$ cat config.mk
export PLATFORM = sky130hd
export DESIGN_NAME = multicycle_control_fsm
export DESIGN_NICKNAME = d
export VERILOG_FILES = /design/src/rtl/multicycle_control_fsm.sv
export SDC_FILE = /design/constraint.sdc
export NUM_CORES = 1
export LEC_CHECK = 0
export CAP_MARGIN = 20
export CORE_UTILIZATION = 45
export CTS_BUF_LIST = sky130_fd_sc_hd__clkbuf_8 sky130_fd_sc_hd__clkbuf_16
export DETAILED_ROUTE_END_ITERATION = 8
export PLACE_DENSITY = 0.7
export SLEW_MARGIN = 30
export SYNTH_ARGS = -nofsm -noshare
export SYNTH_HDL_FRONTEND = slang
export SYNTH_SLANG_ARGS = --single-unit
$ cat constraint.sdc
create_clock -name clk -period 2.1 [get_ports clk]
set_input_delay 0.42 -clock clk [delete_from_list [all_inputs] [get_ports clk]]
set_output_delay 0.42 -clock clk [all_outputs]
set_load 0.005 [all_outputs]
$ cat src/rtl/multicycle_control_fsm.sv
`default_nettype none
// +----------------------------------------------------------------------------+
// | Module      : multicycle_control_fsm                                       |
// | Description : Multi-cycle instruction sequencer (IFETCH/DECODE/EXEC/MEM/WB)|
// |               with memory and MUL/DIV handshakes, HALT and watchdog.       |
// |               Optional macro ILLEGAL_TRAP_EN traps undefined op/func.      |
// | Revision    : 1.0 - initial release                                        |
// +----------------------------------------------------------------------------+
module multicycle_control_fsm #(
    parameter int OP_W     = 4,
    parameter int FN_W     = 4,
    parameter int WAIT_MAX = 63
) (
    input  logic            clk,
    input  logic            rst_n,
    input  logic            run,
    input  logic [OP_W-1:0] opcode,
    input  logic [FN_W-1:0] func,
    input  logic            mem_ack,
    input  logic            md_done,
    output logic            mem_req,
    output logic            ifetch,
    output logic            ir_we,
    output logic            pc_we,
    output logic            md_start,
    output logic            rf_we,
    output logic            offset,
    output logic            imm,
    output logic            down,
    output logic            mbyte,
    output logic            mv1src,
    output logic [1:0]      wdst,
    output logic [1:0]      memw,
    output logic            halt,
    output logic            err,
    output logic            illegal
);

    localparam int CNT_W = $clog2(WAIT_MAX + 1);

    typedef enum logic [3:0] {
        S_IDLE   = 4'd0,
        S_FETCH  = 4'd1,
        S_DECODE = 4'd2,
        S_EXEC   = 4'd3,
        S_MDWAIT = 4'd4,
        S_MEM    = 4'd5,
        S_WB     = 4'd6,
        S_WB2    = 4'd7,
        S_HALT   = 4'd8,
        S_TRAP   = 4'd9
    } state_t;

    typedef enum logic [2:0] {
        C_ALU   = 3'd0,
        C_MD    = 3'd1,
        C_SWAP  = 3'd2,
        C_LOAD  = 3'd3,
        C_STORE = 3'd4,
        C_HALT  = 3'd5,
        C_UNDEF = 3'd6
    } cls_t;

    state_t           state;
    state_t           state_d;
    cls_t             cls;
    logic [CNT_W-1:0] wait_cnt;
    logic             timeout;
    logic             waiting;

    logic [3:0] op4;
    logic [3:0] fn4;
    logic       op_hi_ok;
    logic       fn_hi_ok;

    cls_t       dec_cls;
    logic       dec_offset;
    logic       dec_imm;
    logic       dec_down;
    logic       dec_mbyte;
    logic       dec_mv1src;
    logic [1:0] dec_wdst;
    logic [1:0] dec_memw;

    assign op4      = opcode[3:0];
    assign fn4      = func[3:0];
    assign op_hi_ok = (opcode >> 4) == '0;
    assign fn_hi_ok = (func >> 4) == '0;

    always_comb begin
        dec_cls    = C_UNDEF;
        dec_offset = 1'b0;
        dec_imm    = 1'b0;
        dec_down   = 1'b0;
        dec_mbyte  = 1'b0;
        dec_mv1src = 1'b1;
        dec_wdst   = 2'b00;
        dec_memw   = 2'b00;
        if (op_hi_ok) begin
            case (op4)
                4'hF: begin
                    if (fn_hi_ok) begin
                        case (fn4)
                            4'h0, 4'h1, 4'h2, 4'h3, 4'h6: dec_cls = C_ALU;
                            4'h4, 4'h5: begin
                                dec_cls  = C_MD;
                                dec_wdst = 2'b10;
                            end
                            4'h7: begin
                                dec_cls    = C_ALU;
                                dec_mv1src = 1'b0;
                            end
                            4'h8: begin
                                dec_cls    = C_SWAP;
                                dec_mv1src = 1'b0;
                                dec_wdst   = 2'b01;
                            end
                            4'hF:    dec_cls = C_HALT;
                            default: dec_cls = C_UNDEF;
                        endcase
                    end
                end
                4'h8, 4'h9: begin
                    dec_cls = C_ALU;
                    dec_imm = 1'b1;
                end
                4'hA: begin
                    dec_cls    = C_LOAD;
                    dec_offset = 1'b1;
                    dec_mbyte  = 1'b1;
                    dec_down   = 1'b1;
                end
                4'hB: begin
                    dec_cls    = C_STORE;
                    dec_offset = 1'b1;
                    dec_memw   = 2'b01;
                end
                4'hC: begin
                    dec_cls    = C_LOAD;
                    dec_offset = 1'b1;
                    dec_down   = 1'b1;
                end
                4'hD: begin
                    dec_cls    = C_STORE;
                    dec_offset = 1'b1;
                    dec_memw   = 2'b10;
                end
                default: dec_cls = C_UNDEF;
            endcase
        end
    end

    assign waiting = (state == S_FETCH) || (state == S_MEM) || (state == S_MDWAIT);

    // A handshake arriving on the last allowed cycle takes priority over the timeout.
    always_comb begin
        state_d = state;
        timeout = 1'b0;
        case (state)
            S_IDLE:   if (run) state_d = S_FETCH;
            S_FETCH: begin
                if (mem_ack) begin
                    state_d = S_DECODE;
                end else if (wait_cnt == CNT_W'(WAIT_MAX - 1)) begin
                    timeout = 1'b1;
                    state_d = S_HALT;
                end
            end
            S_DECODE: begin
                case (dec_cls)
                    C_HALT:  state_d = S_HALT;
`ifdef ILLEGAL_TRAP_EN
                    C_UNDEF: state_d = S_TRAP;
`else
                    C_UNDEF: state_d = S_FETCH;
`endif
                    default: state_d = S_EXEC;
                endcase
            end
            S_EXEC: begin
                case (cls)
                    C_MD:            state_d = S_MDWAIT;
                    C_LOAD, C_STORE: state_d = S_MEM;
                    default:         state_d = S_WB;
                endcase
            end
            S_MDWAIT: begin
                if (md_done) begin
                    state_d = S_WB;
                end else if (wait_cnt == CNT_W'(WAIT_MAX - 1)) begin
                    timeout = 1'b1;
                    state_d = S_HALT;
                end
            end
            S_MEM: begin
                if (mem_ack) begin
                    state_d = (cls == C_LOAD) ? S_WB : S_FETCH;
                end else if (wait_cnt == CNT_W'(WAIT_MAX - 1)) begin
                    timeout = 1'b1;
                    state_d = S_HALT;
                end
            end
            S_WB:     state_d = (cls == C_SWAP) ? S_WB2 : S_FETCH;
            S_WB2:    state_d = S_FETCH;
            S_HALT:   if (run) state_d = S_FETCH;
`ifdef ILLEGAL_TRAP_EN
            S_TRAP:   if (run) state_d = S_FETCH;
`endif
            default:  state_d = S_IDLE;
        endcase
    end

    // IR/PC load must land on the edge that completes the fetch, so these follow mem_ack directly.
    assign ir_we = (state == S_FETCH) && mem_ack;
    assign pc_we = (state == S_FETCH) && mem_ack;

`ifndef ILLEGAL_TRAP_EN
    assign illegal = 1'b0;
`endif

    always_ff @(posedge clk or negedge rst_n) begin
        if (!rst_n) begin
            state    <= S_IDLE;
            cls      <= C_ALU;
            wait_cnt <= '0;
            mem_req  <= 1'b0;
            ifetch   <= 1'b0;
            md_start <= 1'b0;
            rf_we    <= 1'b0;
            offset   <= 1'b0;
            imm      <= 1'b0;
            down     <= 1'b0;
            mbyte    <= 1'b0;
            mv1src   <= 1'b1;
            wdst     <= 2'b00;
            memw     <= 2'b00;
            halt     <= 1'b0;
            err      <= 1'b0;
`ifdef ILLEGAL_TRAP_EN
            illegal  <= 1'b0;
`endif
        end else begin
            state    <= state_d;
            mem_req  <= (state_d == S_FETCH) || (state_d == S_MEM);
            ifetch   <= (state_d == S_FETCH);
            md_start <= (state_d == S_EXEC) && (dec_cls == C_MD);
            rf_we    <= (state_d == S_WB) || (state_d == S_WB2);
            halt     <= (state_d == S_HALT) || (state_d == S_TRAP);
`ifdef ILLEGAL_TRAP_EN
            illegal  <= (state_d == S_TRAP);
`endif
            if (timeout) begin
                err <= 1'b1;
            end
            if (state_d != state) begin
                wait_cnt <= '0;
            end else if (waiting) begin
                wait_cnt <= wait_cnt + 1'b1;
            end
            if (state == S_DECODE) begin
                cls <= dec_cls;
                if (dec_cls != C_UNDEF) begin
                    offset <= dec_offset;
                    imm    <= dec_imm;
                    down   <= dec_down;
                    mbyte  <= dec_mbyte;
                    mv1src <= dec_mv1src;
                    wdst   <= dec_wdst;
                    memw   <= dec_memw;
                end
            end
            // Second SWAP write targets destination 00.
            if ((state == S_WB) && (state_d == S_WB2)) begin
                wdst <= 2'b00;
            end
        end
    end

endmodule
`default_nettype wire

==> impl_metrics.ini <==
[outcome]
status = finished, final reports clean

[power]
power_frac_comb_pct = 49.4
p_clk_share_pct = 17.0
power_frac_seq_pct = 33.7
switching_share_pct = 36.8
p_sw_mw = 0.911
p_per_area_nw_per_um2 = 1060
intPower_mw = 1.57
ir_drop_mv = 0.549
leakagePower_nw = 0.986

[floorplan]
core-area_um2 = 3720
die_w_um = 64.7
initial_core_util_pct = 47.6
rows = 22
ios = 31
die_h_um = 64.7
die_area_um2 = 4190

[synth]
syn_inst = 177
yosysSeqAreaShare_pct = 39.6
yosys_most_used_dff = dfrtp_1
synthTopCellsByCount = dfrtp_1, nor2_1, nand2_1, inv_1, nand2b_1
avgSynthCellArea_um2 = 10.0
synthDistinctLibCells = 58
synth_top_cell_area_share_pct = 38.2
syn_area_um2 = 1770
synth_top_cell_by_area = dfrtp_1
ys_async_sr_fraction_pct = 100
syn_nets = 192
synth-seq-cells = 28
synth_most_common_cell = dfrtp_1
ys_top_cells_by_area = dfrtp_1, nor2_1, nand2_1
synth-edff-count = 0
yosysWarnings = 0

[setup_path]
path_max_fanout = 6
crit_arrival_ns = 2.21
cp.required_ns = 2.28
crit_type = input pin to register
start_kind = input pin
crit_path_end_kind = register

[detailed_routing]
first_iter_violations = 69
routed_wl_mm = 4.34
remaining_drc_errors = 0
drt-vias-per-instance = 5.62
postRouteAntennaNets = 0
vias = 1533
detailedRoute.firstPassIterationCount = 4
routedWlPerCell_um = 15.9

[global_routing]
met1_usage_pct = 27.6
grt_first_pass_wirelength_mm = 7.49
grt_max_degree = 29
grt_usage_pct = 23.0
met3_usage_pct = 2.99
grt_most_used_layer = met2
grt_pass1_vias = 1638
met2_usage_pct = 41.4
antenna_found_initial = 0
overflow = 0

[finish]
drive_gt1_share_pct = 26.7
syn2layout_area_growth_pct = 32.4
antennaDiodeCount = 0
fin_cells = 273
final_nets = 241

[clock_tree]
cts_htree_levels = 1
postCtsHoldBufs = 0
cts_tree = built
clock_latency_ns = 0.27
clockRootBuffer = clkbuf_8
clk_pin_slew_worst_paths_ns = 0.10
cts_buffer_depth = 2
post_cts_buffers = 0
cts_buffers = 3
cts.sinks = 28

[sta]
clock.fmax_mhz = 492
whs_ns = 0.474
fin_crit_ns = 2.03
layout_worst_path_cycle_share_pct = 96.8
final-setup-viol-count = 0
slew_violations = 0
skew_ns = 0.00670
hold_viol_final = 0
grt_setup_unrepaired = false

[place]
dp_cells = 269
hpwl_mm = 3.37
place_congestion = 0.816
placement.io_buffers = 29

[hold_path]
hold_class = register to register

[run]
maxCapViolCount = 0
[sequential cells by signal (all words and copies together) (netlist names), 2 cells and up]
signal	count
memw	2
wdst	2
cls	3
state	4
wait_cnt	6
[routing by layer]
layer,up-vias,part of all wire (%)
met5,-,0
met4,0,2.0
met3,8,3.8
met2,37,52
met1,758,42
li1,730,-
[metrics by stage]
| step | util, % | setup slack, ns | TNS, ns | cell area, µm² | total power [mW] |
|---|---|---|---|---|---|
| after floorplan | - | 0.302 | 0 | 1770 | 1.54 |
| after global placement | 60.0 | -0.285 | -2.07 | 2230 | 1.99 |
| after detailed placement | 60.0 | -0.401 | -3.13 | 2230 | 2.04 |
| after CTS | 62.2 | 0.0303 | 0 | 2310 | 2.47 |
| after global routing | 63.1 | 0.0130 | 0 | 2340 | 2.63 |
| final | 63.1 | 0.0665 | 0 | 2340 | 2.48 |
[layout by cell type (no fill, tap or decap), drive strengths merged, types with 6 or more instances in the layout]
master / netlist / routed
nand2b: 7 / 7
nor3: 6 / 6
nor2: 18 / 18
o211ai: 6 / 6
dfrtp: 27 / 27
clkdlybuf4s50: 0 / 22
nand2: 17 / 17
inv: 7 / 7
nand3: 6 / 6
buf: 10 / 25
[repair_timing]
item,in CTS,in global routing
setup endpoints to repair,3,1
cloned,0,0
resized for setup,10,7
pin swaps,0,2
[worst max-delay path: stages]
cell and delay (ns):
clkdlybuf4s50_1 0.48, o31a_1 0.37, o2bb2ai_4 0.15, nand2_1 0.11
a32oi_2 0.28, o211ai_4 0.15, a211oi_2 0.24
[power groups by stage]
stage               clock network, mW  logic [mW]  registers (mW)
finish                          0.421        1.22           0.834
global route                    0.450        1.32           0.855
CTS                             0.437        1.20           0.829
detailed placement                  0        1.20           0.835
global placement                    0        1.17           0.822
floorplan                           0       0.762           0.779
[cell type report]
type	count	area (µm²)
Clock buffer	3	41.3
Tap cell	48	60.1
Fill cell	314	1370
Multi-Input combinational cell	132	1000
Clock inverter	1	30.0
Timing Repair Buffer	54	477
Sequential cell	28	707
Inverter	7	26.3
[worst paths after layout]
kind                               end  cells past startpoint     start  slack [ns]
max reg2reg                wait_cnt[1]                      6  state[2]        0.07
min                                err                      1       err        0.47
min reg2reg                        err                      1       err        0.47
min in group asynchronous       offset                      2     rst_n        0.53
max in group asynchronous       mv1src                      2     rst_n        1.26
max                        wait_cnt[1]                      7   func[0]        0.07
[kinds of logic after synthesis]
| kind of cell | after synthesis | synth area share [%] |
|---|---|---|
| simple gates | 80 | 26.7 |
| compound gates | 37 | 19.0 |
| flops | 28 | 39.6 |
| buf+inv | 17 | 5.94 |
| xor+xnor | 6 | 3.39 |
| mux | 6 | 3.67 |
| fa+ha+maj | 2 | 1.41 |
| other cells | 1 | 0.212 |
No activity file was read; power rests on OpenSTA's default activity.
